===== config.mk =====
export PLATFORM = sky130hd
export DESIGN_NAME = scroll_window
export DESIGN_NICKNAME = d
export VERILOG_FILES = /design/src/rtl/scroll_pkg.sv /design/src/rtl/scroll_tick.sv /design/src/rtl/scroll_window.sv
export SDC_FILE = /design/constraint.sdc
export NUM_CORES = 1
export LEC_CHECK = 0
export BUFFER_PORTS_ARGS = -buffer_cell sky130_fd_sc_hd__buf_4
export CAP_MARGIN = 25
export CORE_UTILIZATION = 57
export DETAILED_ROUTE_END_ITERATION = 12
export PLACE_DENSITY_LB_ADDON = 0.3
export SKIP_CTS_REPAIR_TIMING = 1
export SYNTH_ARGS = -nofsm -noshare
export SYNTH_HDL_FRONTEND = slang
export SYNTH_SLANG_ARGS = --single-unit

===== constraint.sdc =====
create_clock -name clk -period 3.6 [get_ports clk]
set_input_delay 0 -clock clk [delete_from_list [all_inputs] [get_ports clk]]
set_output_delay 0 -clock clk [all_outputs]
set_load 0.005 [all_outputs]

===== src/rtl/scroll_pkg.sv =====
// Shared definitions for the scrolling-window engine: FSM encoding and
// circular position arithmetic for a message of arbitrary length.
package scroll_pkg;

    typedef enum logic [1:0] {
        ST_IDLE,
        ST_FILL_REQ,
        ST_FILL,
        ST_COMMIT
    } state_t;

    // Compare-and-reset wrap keeps non-power-of-two lengths cheap.
    function automatic int unsigned wrap_inc(input int unsigned pos, input int unsigned msg_len);
        return (pos == msg_len - 1) ? 0 : pos + 1;
    endfunction

    function automatic int unsigned wrap_dec(input int unsigned pos, input int unsigned msg_len);
        return (pos == 0) ? msg_len - 1 : pos - 1;
    endfunction

endpackage


===== src/rtl/scroll_tick.sv =====
// Programmable step-rate divider: pulses step once every max(div,1) enabled cycles.
module scroll_tick
    import scroll_pkg::*;
#(
    parameter int DIV_W = 24
) (
    input  logic             clk,
    input  logic             rst,
    input  logic             en,
    input  logic [DIV_W-1:0] div,
    output logic             step
);

    logic [DIV_W-1:0] count_reg;
    logic [DIV_W-1:0] period_m1;
    logic             wrap;

    // A period of 0 behaves as 1; ">=" lets a shortened period take hold at once.
    assign period_m1 = (div == '0) ? '0 : div - DIV_W'(1);
    assign wrap      = (count_reg >= period_m1);
    assign step      = en && wrap;

    always_ff @(posedge clk) begin
        if (rst) begin
            count_reg <= '0;
        end else if (!en || wrap) begin
            count_reg <= '0;
        end else begin
            count_reg <= count_reg + DIV_W'(1);
        end
    end

endmodule


===== src/rtl/scroll_window.sv =====
// Scrolling-window engine: fetches DEPTH consecutive lines of a circular message
// from a synchronous ROM into a shadow buffer and publishes them tear-free.
module scroll_window
    import scroll_pkg::*;
#(
    parameter int ROW_W   = 16,
    parameter int DEPTH   = 16,
    parameter int MSG_LEN = 64,
    parameter int ADDR_W  = 6,
    parameter int ROM_LAT = 1,
    parameter int DIV_W   = 24
) (
    input  logic                   clk,
    input  logic                   rst,
    input  logic                   i_en,
    input  logic                   i_dir,
    input  logic [DIV_W-1:0]       i_div,
    input  logic [ROW_W-1:0]       i_row,
    output logic [ADDR_W-1:0]      o_addr,
    output logic [ROW_W*DEPTH-1:0] o_buffer,
    output logic                   o_frame_valid,
    output logic [ADDR_W-1:0]      o_pos,
    output logic                   o_overrun
);

    localparam int FILL_CYC = DEPTH + ROM_LAT;
    localparam int CNT_W    = $clog2(FILL_CYC + 1);

    state_t                   state_reg;
    logic [ADDR_W-1:0]        pos_reg;
    logic [ADDR_W-1:0]        addr_reg;
    logic [ADDR_W-1:0]        pos_out_reg;
    logic [CNT_W-1:0]         fill_cnt_reg;
    logic                     pending_reg;
    logic                     frame_valid_reg;
    logic                     overrun_reg;
    logic [ROW_W*DEPTH-1:0]   buffer_reg;
    logic [ROW_W*DEPTH-1:0]   shadow_flat;

    logic                     step;
    logic [ADDR_W-1:0]        pos_fwd;
    logic [ADDR_W-1:0]        pos_bwd;
    logic [ADDR_W-1:0]        pos_step;
    logic [ADDR_W-1:0]        addr_inc;
    logic                     cap_en;
    logic [CNT_W-1:0]         cap_idx;
    logic                     busy;

    scroll_tick #(
        .DIV_W (DIV_W)
    ) u_tick (
        .clk  (clk),
        .rst  (rst),
        .en   (i_en),
        .div  (i_div),
        .step (step)
    );

    assign pos_fwd  = ADDR_W'(wrap_inc(32'(pos_reg), MSG_LEN));
    assign pos_bwd  = ADDR_W'(wrap_dec(32'(pos_reg), MSG_LEN));
    assign pos_step = i_dir ? pos_bwd : pos_fwd;
    assign addr_inc = ADDR_W'(wrap_inc(32'(addr_reg), MSG_LEN));

    // Fill cycle j returns the line issued ROM_LAT cycles earlier, i.e. line j-ROM_LAT.
    assign cap_en  = (state_reg == ST_FILL) && (fill_cnt_reg >= CNT_W'(ROM_LAT));
    assign cap_idx = fill_cnt_reg - CNT_W'(ROM_LAT);
    assign busy    = (state_reg == ST_FILL_REQ) || (state_reg == ST_FILL);

    always_ff @(posedge clk) begin
        if (rst) begin
            state_reg       <= ST_FILL_REQ;
            pos_reg         <= '0;
            addr_reg        <= '0;
            pos_out_reg     <= '0;
            fill_cnt_reg    <= '0;
            pending_reg     <= 1'b0;
            frame_valid_reg <= 1'b0;
            overrun_reg     <= 1'b0;
            buffer_reg      <= '0;
        end else begin
            frame_valid_reg <= 1'b0;
            overrun_reg     <= 1'b0;
            case (state_reg)
                ST_IDLE: begin
                    if (pending_reg) begin
                        pos_reg     <= pos_step;
                        pending_reg <= step;
                        state_reg   <= ST_FILL_REQ;
                    end else if (step) begin
                        pos_reg   <= pos_step;
                        state_reg <= ST_FILL_REQ;
                    end
                end
                ST_FILL_REQ: begin
                    addr_reg     <= pos_reg;
                    fill_cnt_reg <= '0;
                    state_reg    <= ST_FILL;
                end
                ST_FILL: begin
                    if (fill_cnt_reg < CNT_W'(DEPTH - 1)) begin
                        addr_reg <= addr_inc;
                    end
                    if (fill_cnt_reg == CNT_W'(FILL_CYC - 1)) begin
                        state_reg <= ST_COMMIT;
                    end
                    fill_cnt_reg <= fill_cnt_reg + CNT_W'(1);
                end
                ST_COMMIT: begin
                    buffer_reg      <= shadow_flat;
                    pos_out_reg     <= pos_reg;
                    frame_valid_reg <= 1'b1;
                    // A step arriving in this cycle takes over the pending slot.
                    pending_reg     <= step;
                    if (pending_reg) begin
                        pos_reg   <= pos_step;
                        state_reg <= ST_FILL_REQ;
                    end else begin
                        state_reg <= ST_IDLE;
                    end
                end
                default: state_reg <= ST_IDLE;
            endcase

            if (busy && step) begin
                if (pending_reg) begin
                    overrun_reg <= 1'b1;
                end else begin
                    pending_reg <= 1'b1;
                end
            end
        end
    end

    genvar gi;
    generate
        for (gi = 0; gi < DEPTH; gi++) begin : g_line
            logic [ROW_W-1:0] line_reg;

            always_ff @(posedge clk) begin
                if (rst) begin
                    line_reg <= '0;
                end else if (cap_en && (cap_idx == CNT_W'(gi))) begin
                    line_reg <= i_row;
                end
            end

            assign shadow_flat[gi*ROW_W +: ROW_W] = line_reg;
        end
    endgenerate

    assign o_addr        = addr_reg;
    assign o_buffer      = buffer_reg;
    assign o_frame_valid = frame_valid_reg;
    assign o_pos         = pos_out_reg;
    assign o_overrun     = overrun_reg;

endmodule


==> impl_metrics.json, run 1 <==
{
  "drt_wl_total_mm": 55.53,
  "layout-drive-gt1-share_pct": 18.30,
  "setup-tns-final_ps": 0,
  "syn_nets": 2256,
  "hold_depth": 4,
  "die_x_um": 199.0,
  "synth_seq_cells": 564,
  "vias_per_cell": 5.414,
  "grt_pass1_vias": 15310,
  "post-route-period-util_pct": 82.94,
  "ys_seq_area_share_pct": 51.06,
  "worstMarginPinSlew_ps": 905.5,
  "syn_area_um2": 22110,
  "status": "finished clean",
  "initial_core_util_pct": 58.29,
  "fin_ws_ps": 614.2,
  "root_buffer": "clkbuf_16",
  "p_total_w": 0.01370,
  "hpwl_mm": 35.32,
  "irDropWorstVdd_mv": 0.4407,
  "async_reset_ff_share_pct": 0,
  "r2r_setup_slack_ps": 790,
  "synth_top_flop_cell": "dfxtp_1",
  "period_needed_ps": 2986,
  "layout.nets": 2527,
  "synth-edff-count": 0,
  "synthCells": 2169,
  "antenna_found_initial": 0,
  "grt-ovfl-total": 0,
  "drtPass1Iterations": 5,
  "diodes": 0,
  "io-pin-count": 314,
  "skew_ps": 13.61,
  "ys_warn_count": 0,
  "critPathMaxFanout": 24,
  "fmax_ghz": 0.3349,
  "htreeDepth": 2,
  "pre_cts_ws_ps": 12.66,
  "slew_violations": 0,
  "grt_pass1_wl_mm": 84.22,
  "power_density_nw_per_um2": 513.7,
  "path_class": "in -> reg",
  "rsz0062_at_grt": "no",
  "cp-start-kind": "input port",
  "grt_max_degree": 154,
  "rows": 71,
  "cts_tree": "done",
  "drcViolationCount": 0,
  "coreArea_um2": 37930,
  "area_growth_pct": 20.60,
  "cts.sinks": 564,
  "hold_viol": 0,
  "end_kind": "flip-flop",
  "avgRoutedWirePerCell_um": 18.59,
  "fp.dieH_um": 199.0,
  "clk_transition_reported_paths_ps": 60,
  "postSynthAreaPerCell_um2": 10.19,
  "required_ps": 4120,
  "synth_top_cell_by_area": "dfxtp_1",
  "drt_iter0_drc": 936,
  "place.gp.congestion": 0.8313,
  "synth_cell_types": 67,
  "portBuffers": 313,
  "cts_buffer_depth": 3,
  "vias": 16170,
  "setup-violations-final": 0,
  "max-cap-violations": 0,
  "yosys-top-cells-area": "dfxtp_1 (51%), mux2i_1 (24%), nor2_1 (9.8%), ha_1 (2.4%), clkbuf_1 (1.5%)",
  "p_leak_nw": 12.68,
  "arrival_ps": 3500,
  "grt_util_all_layers_pct": 27.39,
  "clk_latency_ps": 600,
  "rr_worst_depth": 8,
  "die-area_um2": 39580,
  "synthDominantCellAreaShare_pct": 51.06,
  "slew_headroom_pct": 39.63,
  "antenna_left": 0,
  "hp-class": "in -> reg",
  "cts_made_buffers": 54
}
## routing by layer
metal | wire, um | track usage [%] | up-vias
met5 | 0 | 0 | -
li1 | - | - | 7847
met1 | 23820 | 34.76 | 7820
met4 | 1472 | 9.601 | 0
met3 | 3583 | 7.121 | 95
met2 | 26660 | 44.90 | 410
## worst max-delay path, cell delays in order
cell,delay [ps]
buf_4,120
nor4_2,430
nand4_1,230
or2_1,390
nor4_2,200
xor2_1,180
nand2_1,70
ha_1,300
a21oi_1,160
o21ai_0,130
a31oi_1,320
o211ai_2,220
or3b_1,380
buf_4,220
nor2_1,140
## where the power goes
part	switching (W)	leakage, nW	internal (W)
registers	0.0000230	4.54	0.00626
clock network	0.00230	0.886	0.00342
logic	0.00103	7.26	0.000668
## through the flow
| step | hold slack [ps] | cell area, um2 | instances | utilization [%] |
|---|---|---|---|---|
| global placement | 291.3 | 24670 | 2876 | 65.04 |
| CTS | -342.5 | 26480 | 2968 | 69.80 |
| global route | 259.0 | 26670 | 2987 | 70.30 |
| detailed placement | 292.9 | 24670 | 2876 | 65.04 |
| finish | 254.3 | 26670 | 2987 | 70.30 |
| floorplan | 124.2 | 22110 | 2169 | - |
## synthesized netlist by cell type (2+ instances only)
master and instances:
nor2_1 579, dfxtp_1 564, mux2i_1 523, clkbuf_1 86, nand2_1 55, ha_1 43
a21oi_1 34, buf_1 28, nand3_1 27, xor2_1 22, inv_1 20, o21ai_0 18
xnor2_1 16, nor3_1 15, buf_6 14, nand4_4 12, nand4_1 7, and4_1 6
buf_2 6, nor2b_1 6, a31oi_1 5, and3_1 5, buf_4 4, nand2b_1 4
nand4_2 4, nor4_2 4, o22ai_1 4, a211oi_1 3, a22oi_1 3, a311oi_1 3
nor4_1 3, a2111oi_0 2, a211oi_2 2, a22o_2 2, and2_1 2, o2111ai_1 2
o211ai_1 2, o21a_1 2, o31ai_4 2, o41ai_1 2, or2_2 2
## path summary, 6_finish.rpt
kind	from	endpoint
min	i_en	o_overrun
max reg2reg	fill_cnt_reg[0]	g_line[7].line_reg[12]
max	i_div[7]	u_tick.count_reg[14]
min reg2reg	o_buffer[38]	o_buffer[38]
## layout by cell type, fill, tap and decap left out, types with 3 or more instances in the layout
master           n
a21oi_1         34
nor4_2           4
a31oi_1          5
nor3_1          15
nand2b_1         4
buf_12           4
dfxtp_1        564
nand4_4         12
bufinv_16        4
clkbuf_16       57
nand3_1         27
and4_1           6
o22ai_1          4
xor2_1          22
dlygate4sd3_1   19
nand4_2          4
nor2b_1          6
nand4_1          7
nand2_1         55
clkinv_2         5
nor4_1           3
a22oi_1          3
o21ai_0         18
xnor2_1         16
clkbuf_8        13
mux2i_1        523
clkbuf_1        12
a211oi_1         3
and3_1           5
a311oi_1         3
ha_1            41
inv_1           20
buf_4          330
nor2_1         579
## area by class of cell
| cell class | instances | area [um2] |
|---|---|---|
| multi-input combinational | 1446 | 10090 |
| tap | 511 | 639.4 |
| fill | 2774 | 11270 |
| timing repair buffer | 354 | 2763 |
| clock inverter | 10 | 152.6 |
| sequential | 564 | 11290 |
| clock buffer | 82 | 1650 |
| inverter | 20 | 75.07 |
## logic make-up (layout without fill, tap and decap cells)
group | after synthesis | after routing | synth area share [%]
flops | 564 | 564 | 51.06
xor+xnor | 39 | 39 | 1.579
compound gates | 99 | 99 | 3.107
simple gates | 742 | 742 | 14.79
buf+inv | 159 | 466 | 3.350
mux | 523 | 523 | 23.68
fa+ha+maj | 43 | 43 | 2.433
No activity file was read; power rests on OpenSTA's default activity.
==> inputs of run 2 (changes only) <==
--- a/config.mk
+++ b/config.mk
@@ -5,6 +5,7 @@
 export SDC_FILE = /design/constraint.sdc
 export NUM_CORES = 1
 export LEC_CHECK = 0
+export ABC_AREA = 1
 export BUFFER_PORTS_ARGS = -buffer_cell sky130_fd_sc_hd__buf_4
 export CAP_MARGIN = 25
 export CORE_UTILIZATION = 57
==> constraint.sdc (replaced) <==
create_clock -name clk -period 2.9 [get_ports clk]
set_input_delay 0 -clock clk [delete_from_list [all_inputs] [get_ports clk]]
set_output_delay 0 -clock clk [all_outputs]
set_load 0.005 [all_outputs]
==> run 2 against run 1 <==
Die area up 0.15%. Global-route usage increased by 3.2 points. Power rose by 72%. Critical path type is now reg -> reg. Clock-buffer cell count shrank 9. Largest power group unchanged. Final area is 0.38% lower. Combinational power increased to 3.8 times the previous value. Via count is 25% higher. Core utilization is 0.27 points lower. Non-clock buffer count rose by 27. Register-to-register slack lost 400 ps. Area after synthesis up 0.15%. Hold slack worse by 20 ps.
==> impl_metrics.json, run 2 <==
{
  "status": "finished clean",
  "path_class": "reg -> reg",
  "synth_seq_cells": 564,
  "p_int_w": 0.01584,
  "period_needed_ps": 2511,
  "clk_latency_ps": 600,
  "synth_cell_types": 46,
  "vias_per_cell": 5.452,
  "layout.nets": 3235,
  "rsz0062_at_grt": "no",
  "synth-edff-count": 0,
  "cts_tree": "done",
  "grt_max_degree": 269,
  "skew_ps": 12.71,
  "setup-violations-final": 0,
  "grt-ovfl-total": 0,
  "antenna_found_initial": 0,
  "area_growth_pct": 19.95,
  "hp-class": "in -> reg",
  "rr_worst_depth": 9,
  "die_x_um": 199.1,
  "max-cap-violations": 0,
  "layout-drive-gt1-share_pct": 17.18,
  "grt_use_met2_pct": 48.82,
  "r2r_setup_slack_ps": 390,
  "die-area_um2": 39640,
  "portBuffers": 313,
  "use_met1_pct": 40.64,
  "htreeDepth": 2,
  "drt_wl_total_mm": 61.93,
  "antenna_left": 0,
  "synth_most_common_cell": "nor2_1",
  "drt_iter0_drc": 1767,
  "critPathMaxFanout": 17,
  "required_ps": 3380,
  "synth_top_flop_cell": "dfxtp_1",
  "cts.sinks": 564,
  "placed_cell_area_um2": 24640,
  "postSynthAreaPerCell_um2": 7.636,
  "coreArea_um2": 37930,
  "hold_depth": 3,
  "timing.rr.start": "state_reg[0]",
  "min_to": "o_overrun",
  "top_usage_layer": "met2",
  "synthDominantCellAreaShare_pct": 50.99,
  "slew_violations": 0,
  "cts_made_buffers": 53,
  "clkPwrFrac_pct": 29.4,
  "syn_area_um2": 22140,
  "fp.dieH_um": 199.1,
  "place.gp.congestion": 0.9183,
  "power_density_nw_per_um2": 888.4,
  "slew_headroom_pct": 32.52,
  "power.net_switching_w": 0.007759,
  "worstMarginPinSlew_ps": 1012,
  "r2r-end": "g_line[13].line_reg[7]",
  "cts_buffer_depth": 3,
  "p_comb_share_pct": 27.7,
  "clk_transition_reported_paths_ps": 60,
  "ys_warn_count": 0,
  "irDropWorstVdd_mv": 0.6823,
  "final_common_cell": "nor2_1",
  "post-route-period-util_pct": 86.57,
  "finalInstanceArea_um2": 26560,
  "synth_top_cell_by_area": "dfxtp_1",
  "async_reset_ff_share_pct": 0,
  "drtPass1Iterations": 5,
  "arrival_ps": 3000,
  "grt_util_all_layers_pct": 30.58,
  "hpwl_mm": 37.79,
  "root_buffer": "clkbuf_16",
  "met3_usage_pct": 5.468,
  "p_leak_nw": 12.66,
  "ys_top_cells_by_count": "nor2_1 (1,103), dfxtp_1 (564), o21ai_0 (512), nand2_1 (131), clkbuf_1 (108)",
  "grt_pass1_vias": 18630,
  "hold_viol": 0,
  "ys_seq_area_share_pct": 50.99,
  "p_total_w": 0.02360,
  "avgRoutedWirePerCell_um": 16.76,
  "switching_share_pct": 32.88,
  "min_from": "rst",
  "diodes": 0,
  "vias": 20150,
  "cp-start-kind": "flip-flop",
  "fmax_ghz": 0.3983,
  "yosys-top-cells-area": "dfxtp_1 (51%), nor2_1 (19%), o21ai_0 (12%), ha_1 (2.4%), nand2_1 (2.2%)",
  "seqPwrFrac_pct": 42.9,
  "grt_pass1_wl_mm": 96.57,
  "end_kind": "flip-flop",
  "io-pin-count": 314,
  "initial_core_util_pct": 58.38,
  "final_cell_mix": "nor2_1 (1,100), dfxtp_1 (564), o21ai_0 (512), buf_4 (356), nand2_1 (130)",
  "drcViolationCount": 0,
  "rows": 71,
  "syn_nets": 2987,
  "synthCells": 2900
}
run 2: cell types whose count changed in the layout (fill, tap and decap cells not counted), sizes merged, moves of 25 or more:
cell	change
nand2	+75
inv	+85
nand3	+25
mux2i	-523
nor2	+570
buf	+27
o21ai	+521
run 2: how the worst max path moves through the flow:
| stage | startpoint | to | slack [ps] | cells past startpoint |
|---|---|---|---|---|
| 5_1_grt | i_div[0] | pos_reg[0] | 10 | 29 |
| 3_5_place_dp | i_div[0] | pos_reg[0] | -250 | 29 |
| 4_1_cts | state_reg[0] | g_line[13].line_reg[10] | 350 | 9 |
| 6_report | state_reg[0] | g_line[13].line_reg[7] | 390 | 9 |
| 3_3_place_gp | i_div[1] | pos_reg[0] | -140 | 31 |
| 2_1_floorplan | i_div[0] | state_reg[1] | 120 | 27 |
run 2: power by group through the flow:
| stage | Combinational, W | Clock [W] | Sequential (W) |
|---|---|---|---|
| 2_1_floorplan | 0.00347 | 0 | 0.0100 |
| 3_5_place_dp | 0.00645 | 0 | 0.0102 |
| 5_1_grt | 0.00727 | 0.00731 | 0.0102 |
| 4_1_cts | 0.00652 | 0.00699 | 0.0101 |
| 6_report | 0.00654 | 0.00693 | 0.0101 |
| 3_3_place_gp | 0.00631 | 0 | 0.0102 |
run 2: cell families (layout without fill, tap and decap cells):
logic type,after synthesis,after routing,share of synthesized area (%)
compound gates,601,601,13.87
xor+xnor,21,21,0.8984
fa+ha+maj,43,43,2.430
buf+inv,292,576,6.209
flops,564,564,50.99
simple gates,1379,1379,25.61
run 2: area by class of cell:
| class | instances | area [um2] |
|---|---|---|
| clock buffer | 73 | 1511 |
| multi-input combinational | 2044 | 9507 |
| sequential | 564 | 11290 |
| clock inverter | 18 | 205.2 |
| tap | 511 | 639.4 |
| inverter | 104 | 435.4 |
| fill | 3030 | 11370 |
| timing repair buffer | 381 | 2974 |
run 2: metrics by stage:
| step | utilization [%] | setup slack, ps | TNS (ps) | std cells | hold slack (ps) |
|---|---|---|---|---|---|
| 3_3_place_gp | 64.95 | -140.9 | -671.7 | 3585 | 289.2 |
| 2_1_floorplan | - | 118.4 | 0 | 2900 | 192.2 |
| 6_report | 70.03 | 389.4 | 0 | 3695 | 234.7 |
| 4_1_cts | 69.48 | 345.4 | 0 | 3676 | -344.7 |
| 5_1_grt | 70.03 | 11.09 | 0 | 3695 | 246.4 |
| 3_5_place_dp | 64.95 | -246.9 | -2479 | 3585 | 297.6 |
run 2: per-layer routing:
layer  up-vias  wire length, um
li1       9777                -
met1      9395            26090
met2       823            28510
met3       150             5055
met4         0             2267
met5         -                0
run 2: worst max-delay path, stage by stage, from the launching register on:
cell and delay (ps):
dfxtp_1 370, inv_1 160, ha_1 480, o41ai_2 170
inv_2 190, nand3_4 200, nor2_4 380, inv_2 230
nor2_1 150, nor2_1 60
==> inputs of run 3 (changes only) <==
--- a/config.mk
+++ b/config.mk
@@ -8,7 +8,8 @@
 export ABC_AREA = 1
 export BUFFER_PORTS_ARGS = -buffer_cell sky130_fd_sc_hd__buf_4
 export CAP_MARGIN = 25
-export CORE_UTILIZATION = 57
+export CORE_MARGIN = 2
+export CORE_UTILIZATION = 47
 export DETAILED_ROUTE_END_ITERATION = 12
 export PLACE_DENSITY_LB_ADDON = 0.3
 export SKIP_CTS_REPAIR_TIMING = 1
==> run 3 against run 2 <==
Via count down 1.1%. Register-to-register slack better by 50 ps. Global-route usage down 5.5 points. Clock power up 5.1%. Hold slack better by 26 ps. Sequential power about the same. Combinational power about the same. Maximum frequency down 0.58%. Flip-flop and latch count unchanged. Clock-buffer cell count up 8. Die area up 23%. Highest routed layer unchanged.
==> impl_metrics.json, run 3 (synthesis results as in run 2) <==
{
  "antenna_left": 0,
  "r2r-end": "g_line[9].line_reg[8]",
  "slew_violations": 0,
  "die_x_um": 221.1,
  "io-pin-count": 314,
  "drtPass1Iterations": 5,
  "arrival_ps": 3010,
  "cp.depth": 29,
  "clk_transition_reported_paths_ps": 60,
  "fin_util_pct": 57.65,
  "cp_top_family": "simple AND/OR/NAND/NOR gates",
  "layout.nets": 3238,
  "htreeDepth": 2,
  "coreArea_um2": 46560,
  "drcViolationCount": 0,
  "fp.dieH_um": 221.1,
  "worstMarginPinSlew_ps": 1051,
  "slew_headroom_pct": 29.97,
  "grt-ovfl-total": 0,
  "root_buffer": "clkbuf_16",
  "setup-violations-final": 0,
  "grt_pass1_wl_mm": 99.91,
  "diodes": 0,
  "required_ps": 3380,
  "cts.sinks": 564,
  "endpoint": "pos_reg[1]",
  "whs_ps": 260.6,
  "grt_max_degree": 269,
  "r2r_setup_slack_ps": 440,
  "power_density_nw_per_um2": 892.7,
  "final_common_cell": "nor2_1",
  "portBuffers": 313,
  "status": "finished clean",
  "clk_latency_ps": 610,
  "cts_tree": "done",
  "irDropWorstVdd_mv": 0.8793,
  "cts_made_buffers": 56,
  "layout-drive-gt1-share_pct": 17.47,
  "vias_per_cell": 5.243,
  "vias": 19930,
  "slowest_stage": "nor3_2",
  "rr_worst_depth": 10,
  "grt_util_all_layers_pct": 25.08,
  "drt_iter0_drc": 1670,
  "crit_path_start": "i_div[0]",
  "finalInstanceArea_um2": 26840,
  "min_from": "rst",
  "initial_core_util_pct": 47.57,
  "fill_cells": 4219,
  "drt_wl_total_mm": 64.35,
  "hold_viol": 0,
  "max_stage_delay_ps": 220,
  "p_total_w": 0.02396,
  "avgRoutedWirePerCell_um": 16.93,
  "path_buf_inv": 10,
  "fmax_ghz": 0.3960,
  "rows": 79,
  "antenna_found_initial": 0,
  "period_needed_ps": 2525,
  "area_growth_pct": 21.20,
  "timing.rr.start": "fill_cnt_reg[0]",
  "hpwl_mm": 39.89,
  "grt_pass1_vias": 18450,
  "placed_cell_area_um2": 24750,
  "p_leak_nw": 12.73,
  "post-route-period-util_pct": 87.08,
  "end_kind": "flip-flop",
  "skew_ps": 26.16,
  "fin_cells": 3801,
  "path_class": "in -> reg",
  "dp.cells": 3678,
  "die-area_um2": 48870,
  "max-cap-violations": 0,
  "hp-class": "in -> reg",
  "final_cell_mix": "nor2_1 (1,099), dfxtp_1 (564), o21ai_0 (511), buf_4 (355), nand2_1 (130)",
  "cts_buffer_depth": 3,
  "place.gp.congestion": 0.8800,
  "cp-start-kind": "input port",
  "critPathMaxFanout": 11
}
-- run 3: layer usage --
layer | global-route usage (%) | routed length [um] | vias up
met5 | 0 | 0 | -
met4 | 7.534 | 1802 | 0
met3 | 4.979 | 4270 | 114
met2 | 40.28 | 29480 | 632
met1 | 34.11 | 28790 | 9392
li1 | - | - | 9789
-- run 3: final cells by class --
cell class	count	area [um2]	share of cell area (%)
Clock buffer	81	1657	6.172
Clock inverter	20	196.4	0.7319
Inverter	104	435.4	1.622
Multi-Input combinational cell	2044	9514	35.45
Sequential cell	564	11290	42.07
Tap cell	607	759.5	2.830
Timing Repair Buffer	381	2987	11.13
-- run 3: tightest hold or removal path: stages --
cell           delay, ps
dlygate4sd3_1        520
buf_4                210
nor2_1                70
-- run 3: how the worst min path moves through the flow --
stage                          endpoint  cells after the start
after floorplan               o_overrun                      2
after global placement        o_overrun                      2
after detailed placement  o_frame_valid                      2
after CTS                 o_frame_valid                      2
after global routing          o_overrun                      3
final                     o_frame_valid                      3
-- run 3: where the power goes --
group          internal (W)  leakage, nW  switching [W]  total (W)
Combinational       0.00275         7.22        0.00378    0.00653
Sequential          0.00912         4.58        0.00103     0.0101
Clock               0.00422        0.926        0.00305    0.00728
Total                0.0161         12.7        0.00786     0.0240
-- run 3: through the flow --
stage | setup WS [ps] | setup TNS [ps]
6_report | 374.7 | 0
3_3_place_gp | -204.9 | -1115
4_1_cts | 312.4 | 0
5_1_grt | -13.89 | -13.89
2_1_floorplan | 118.4 | 0
3_5_place_dp | -299.9 | -2003
